## config.mk

```make
export PLATFORM = sky130hd
export DESIGN_NAME = fetch_unit
export DESIGN_NICKNAME = d
export VERILOG_FILES = /design/src/rtl/fetch_unit.sv
export SDC_FILE = /design/constraint.sdc
export NUM_CORES = 1
export LEC_CHECK = 0
export BUFFER_PORTS_ARGS = -buffer_cell sky130_fd_sc_hd__buf_2
export CORE_UTILIZATION = 40
export DETAILED_ROUTE_END_ITERATION = 12
export PLACE_DENSITY = 0.63
export SYNTH_ARGS = -nofsm -noshare
export SYNTH_HDL_FRONTEND = slang
export SYNTH_SLANG_ARGS = --single-unit
```

## constraint.sdc

```tcl
create_clock -name clk -period 5.4 [get_ports clk]
set_clock_uncertainty 0.05 [all_clocks]
set_input_delay 0 -clock clk [delete_from_list [all_inputs] [get_ports clk]]
set_output_delay 0 -clock clk [all_outputs]
set_load 0.005 [all_outputs]
```

## src/rtl/fetch_unit.sv

```systemverilog
// Instruction fetch stage: owns the PC, presents it to program memory and
// latches the returned word into the IF/ID pipeline register.
module fetch_unit #(
    parameter int                    DATA_WIDTH = 32,
    parameter logic [DATA_WIDTH-1:0] PC_RESET   = 32'h0040_0000,
    parameter logic [DATA_WIDTH-1:0] NOP_INSTR  = 32'h0000_0013
) (
    input  logic                  clk,
    input  logic                  reset,
    input  logic                  Stall_i,
    input  logic                  Redirect_i,
    input  logic [DATA_WIDTH-1:0] Target_i,
    input  logic [DATA_WIDTH-1:0] Instruction_i,
    output logic [DATA_WIDTH-1:0] PC_o,
    output logic [DATA_WIDTH-1:0] IF_ID_PC_o,
    output logic [DATA_WIDTH-1:0] IF_ID_PC_Plus4_o,
    output logic [DATA_WIDTH-1:0] IF_ID_Instruction_o,
    output logic                  IF_ID_Valid_o,
    output logic                  Misaligned_o,
    output logic [31:0]           Fetch_Count_o
);

    localparam logic [DATA_WIDTH-1:0] PC_STEP  = DATA_WIDTH'(4);
    localparam logic [DATA_WIDTH-1:0] ZERO_W   = '0;

    logic [DATA_WIDTH-1:0] r_pc;
    logic [DATA_WIDTH-1:0] r_if_id_pc;
    logic [DATA_WIDTH-1:0] r_if_id_pc_plus4;
    logic [DATA_WIDTH-1:0] r_if_id_instr;
    logic                  r_if_id_valid;
    logic                  r_misaligned;
    logic [31:0]           r_fetch_count;

    logic [DATA_WIDTH-1:0] w_pc_plus4;
    logic [DATA_WIDTH-1:0] w_pc_next;
    logic [DATA_WIDTH-1:0] w_if_id_pc_next;
    logic [DATA_WIDTH-1:0] w_if_id_pc_plus4_next;
    logic [DATA_WIDTH-1:0] w_if_id_instr_next;
    logic                  w_if_id_valid_next;
    logic                  w_misaligned_next;
    logic [31:0]           w_fetch_count_next;

    assign w_pc_plus4 = r_pc + PC_STEP;

    // Next-state selection: redirect flushes and beats stall; stall holds everything.
    always_comb begin
        w_pc_next             = r_pc;
        w_if_id_pc_next       = r_if_id_pc;
        w_if_id_pc_plus4_next = r_if_id_pc_plus4;
        w_if_id_instr_next    = r_if_id_instr;
        w_if_id_valid_next    = r_if_id_valid;
        w_fetch_count_next    = r_fetch_count;
        w_misaligned_next     = 1'b0;
        if (Redirect_i) begin
            w_pc_next             = {Target_i[DATA_WIDTH-1:2], 2'b00};
            w_if_id_pc_next       = ZERO_W;
            w_if_id_pc_plus4_next = ZERO_W;
            w_if_id_instr_next    = NOP_INSTR;
            w_if_id_valid_next    = 1'b0;
            w_misaligned_next     = (Target_i[1:0] != 2'b00);
        end else if (!Stall_i) begin
            w_pc_next             = w_pc_plus4;
            w_if_id_pc_next       = r_pc;
            w_if_id_pc_plus4_next = w_pc_plus4;
            w_if_id_instr_next    = Instruction_i;
            w_if_id_valid_next    = 1'b1;
            w_fetch_count_next    = r_fetch_count + 32'd1;
        end else begin
            w_pc_next             = r_pc;
        end
    end

    // Pipeline state registers with synchronous reset taking priority over all inputs.
    always_ff @(posedge clk) begin
        if (reset) begin
            r_pc             <= PC_RESET;
            r_if_id_pc       <= ZERO_W;
            r_if_id_pc_plus4 <= ZERO_W;
            r_if_id_instr    <= NOP_INSTR;
            r_if_id_valid    <= 1'b0;
            r_misaligned     <= 1'b0;
            r_fetch_count    <= 32'd0;
        end else begin
            r_pc             <= w_pc_next;
            r_if_id_pc       <= w_if_id_pc_next;
            r_if_id_pc_plus4 <= w_if_id_pc_plus4_next;
            r_if_id_instr    <= w_if_id_instr_next;
            r_if_id_valid    <= w_if_id_valid_next;
            r_misaligned     <= w_misaligned_next;
            r_fetch_count    <= w_fetch_count_next;
        end
    end

    assign PC_o                = r_pc;
    assign IF_ID_PC_o          = r_if_id_pc;
    assign IF_ID_PC_Plus4_o    = r_if_id_pc_plus4;
    assign IF_ID_Instruction_o = r_if_id_instr;
    assign IF_ID_Valid_o       = r_if_id_valid;
    assign Misaligned_o        = r_misaligned;
    assign Fetch_Count_o       = r_fetch_count;

endmodule

```

==> flow_metrics.tcl <==
set metrics [dict create \
    synth_xor_xnor_area_share_pct 9.680 \
    min_period_ns 2.390 \
    ios 230 \
    synth_area_leader_cell "dfxtp_1" \
    synth_top_family_by_area "simple AND/OR/NAND/NOR gates" \
    post_cts_buffers 0 \
    r2r-start "PC_o[10]$_SDFFE_PP0P_" \
    path_clk_slew_ns 0.06 \
    synthMuxAreaShare_pct 9.195 \
    synth_area_leaders "dfxtp_1 (45%), mux2i_1 (9.2%), nor2_1 (6.8%)" \
    die_w_um 134.0 \
    start_util_pct 41.42 \
    synth_top_flop_cell "dfxtp_1" \
    r2r_setup_slack_ns 3.01 \
    routedWlPerCell_um 15.37 \
    regArea_um2 3123 \
    drt_iter0_markers 285 \
    switching_share_pct 22.66 \
    grt_max_degree 68 \
    yosysMostFrequentCell "dfxtp_1" \
    synth_compound_area_share_pct 8.710 \
    cts-root-buf "clkbuf_16" \
    synth_top_area_share_pct 44.83 \
    clkPwrFrac_pct 45.9 \
    cts_hold_buf 65 \
    rows 47 \
    min-delay-start "Redirect_i" \
    yosys.area_share.simple_pct 21.28 \
    reg2regPathDepth 5 \
    cts_sinks 156 \
    synthArstFlopShare_pct 0 \
    synth_seq_area_share_pct 44.83 \
    drv_slew 0 \
    holdPathStages 3 \
    fill_cells 1612 \
    period_share_pct 44.26 \
    syn_inst 798 \
    drc 0 \
    wirelength_mm 19.64 \
    final_nets 1116 \
    grt_usage_pct 21.74 \
    flow.area_growth_from_synthesis_pct 34.54 \
    hold_viol_final 0 \
    gp_congestion 0.7927 \
    setup_viol 0 \
    worst-endpoint-arrival_ns 2.61 \
    hpwlAfterDp_mm 12.79 \
    ys_top_cells_by_count "dfxtp_1 (156), nor2_1 (126), mux2i_1 (64)" \
    final_area_um2 9373 \
    viasPerCell 4.981 \
    yosysWarnings 0 \
    avgSynthCellArea_um2 8.730 \
    overflow 0 \
    io_buffer_count 223 \
    synth-adder-area-share_pct 0.3592 \
    seqPwrFrac_pct 44.9 \
    drtPass1Iterations 4 \
    htreeDepth 4 \
    core_um2 16820 \
    ir_drop_uv 224.1 \
    clock_path_buffers 2 \
    dieArea_um2 17950 \
    clock_latency_ns 0.42 \
    dpl-instance-area_um2 8103 \
    multi_input_area_um2 3455 \
    path_class "flip-flop to flip-flop" \
    finalSetupTns_ns 0 \
    cp_max_fo 12 \
    ys_types 46 \
    yosys_register_bits 156 \
    rsz0062_at_grt "no" \
    diodes 0 \
    p_per_area_nw_per_um2 293.4 \
    die_h_um 134.0 \
    holdWs_ns 0.009872 \
    startpoint_type "flip-flop" \
    status "complete, no violations" \
    hold_end "PC_o[2]$_SDFFE_PP0P_" \
    comb_power_share_pct 9.2 \
    critPathRequiredTime_ns 5.62 \
    hold_class "input pin to flip-flop" \
    cts_tree "yes" \
    max_slew.worst_pin.slew_ns 1.089 \
    grt_pass1_wl_mm 30.79 \
    power.internal_uw 2127 \
    cts_buffers 17 \
    r2r_end "PC_o[31]$_SDFFE_PP0P_" \
    switching_power_uw 623.1 \
    fin_total_pwr_uw 2750 \
    antenna_found_initial 0 \
    end_kind "flip-flop" \
    relSlewSlack_pct 27.35 \
    cap_violations 0 \
    drive_gt1_share_pct 25.52 \
    postRouteAntennaNets 0 \
    vias 6366 \
    grt_pass1_vias 5944 \
    timing.fmax_mhz 418.4 \
    cts_repair_resize_count 0 \
    synth_edf_count 0 \
    syn_area_um2 6967 \
    leakage_uw 0.004180 \
]
[through the flow]
| stage | instances | util, % | worst slack, ns |
|---|---|---|---|
| 2_1_floorplan | 803 | - | 3.303 |
| 3_3_place_gp | 1182 | 48.18 | 2.913 |
| 3_5_place_dp | 1182 | 48.18 | 2.868 |
| 4_1_cts | 1278 | 55.73 | 2.971 |
| 5_1_grt | 1278 | 55.73 | 2.770 |
| 6_report | 1278 | 55.73 | 3.010 |
[cell type report]
class,count,area share [%]
flip-flops and latches,156,33.32
multi-input cells,553,36.86
repair buffers,293,19.28
well taps,220,2.937
clock buffers,25,5.180
clock inverters,6,1.428
inverters,25,1.001
[worst max path at each step]
stage | start | to | slack (ns) | cells after the start
after detailed placement | Stall_i | PC_o[25]$_SDFFE_PP0P_ | 2.87 | 8
after global routing | Fetch_Count_o[0]$_SDFFE_PP0P_ | Fetch_Count_o[28]$_SDFFE_PP0P_ | 2.77 | 6
after global placement | Stall_i | PC_o[25]$_SDFFE_PP0P_ | 2.91 | 8
after floorplan | PC_o[3]$_SDFFE_PP0P_ | PC_o[24]$_SDFFE_PP0P_ | 3.30 | 7
after CTS | Fetch_Count_o[0]$_SDFFE_PP0P_ | Fetch_Count_o[28]$_SDFFE_PP0P_ | 2.97 | 6
final | PC_o[10]$_SDFFE_PP0P_ | PC_o[31]$_SDFFE_PP0P_ | 3.01 | 5
[state kept, by name (all words and copies together) (netlist names)]
name and cells:
Misaligned_o 1, Fetch_Count_o 32, IF_ID_PC_o 30, IF_ID_Instruction_o 32, IF_ID_Valid_o 1, PC_o 30
IF_ID_PC_Plus4_o 30
[power groups by stage]
stage	clock [uW]	sequential (uW)	combinational, uW
2_1_floorplan	0	1240	146
3_3_place_gp	0	1260	215
3_5_place_dp	0	1260	216
4_1_cts	1290	1230	254
5_1_grt	1330	1240	280
6_report	1260	1240	253
[worst max-delay path, stage by stage, from the launching register on]
cell and delay [ns]:
dfxtp_1 0.50, nand4_1 0.49, nor4_1 0.64, nand3_1 0.27, nand4b_1 0.17, o221ai_1 0.11
[routing by layer]
metal	part of all wire (%)	global-route usage [%]
met5	0	0
met4	2.0	8.018
met3	5.9	5.669
met1	45	27.04
met2	47	36.01
[cells by family (layout without fill, tap and decap cells)]
| group | count (synthesis) | after routing |
|---|---|---|
| other | 1 | 6 |
| AO/OA/AOI/OAI | 109 | 109 |
| buffers and inverters | 94 | 349 |
| flip-flops | 156 | 156 |
| XOR/XNOR | 77 | 77 |
| adder cells (fa/ha/maj) | 2 | 2 |
| AND/OR/NAND/NOR | 295 | 295 |
| multiplexers | 64 | 64 |
[cells in the final DEF, fill, tap and decap left out, types with 6 or more instances in the layout]
master and count:
nand4_1 17, o21ai_0 33, a21oi_1 55, clkbuf_16 17, xnor2_1 46, dlygate4sd3_1 65, nor2_1 125, o21a_1 15
or3_1 8, nor3_1 27, inv_1 25, nand2_1 42, nor4_1 11, buf_2 222, conb_1 6, mux2i_1 64
nand3_1 23, xor2_1 31, dfxtp_1 156, buf_4 6, nor2b_1 9
Power figures use the tool's default switching activity.
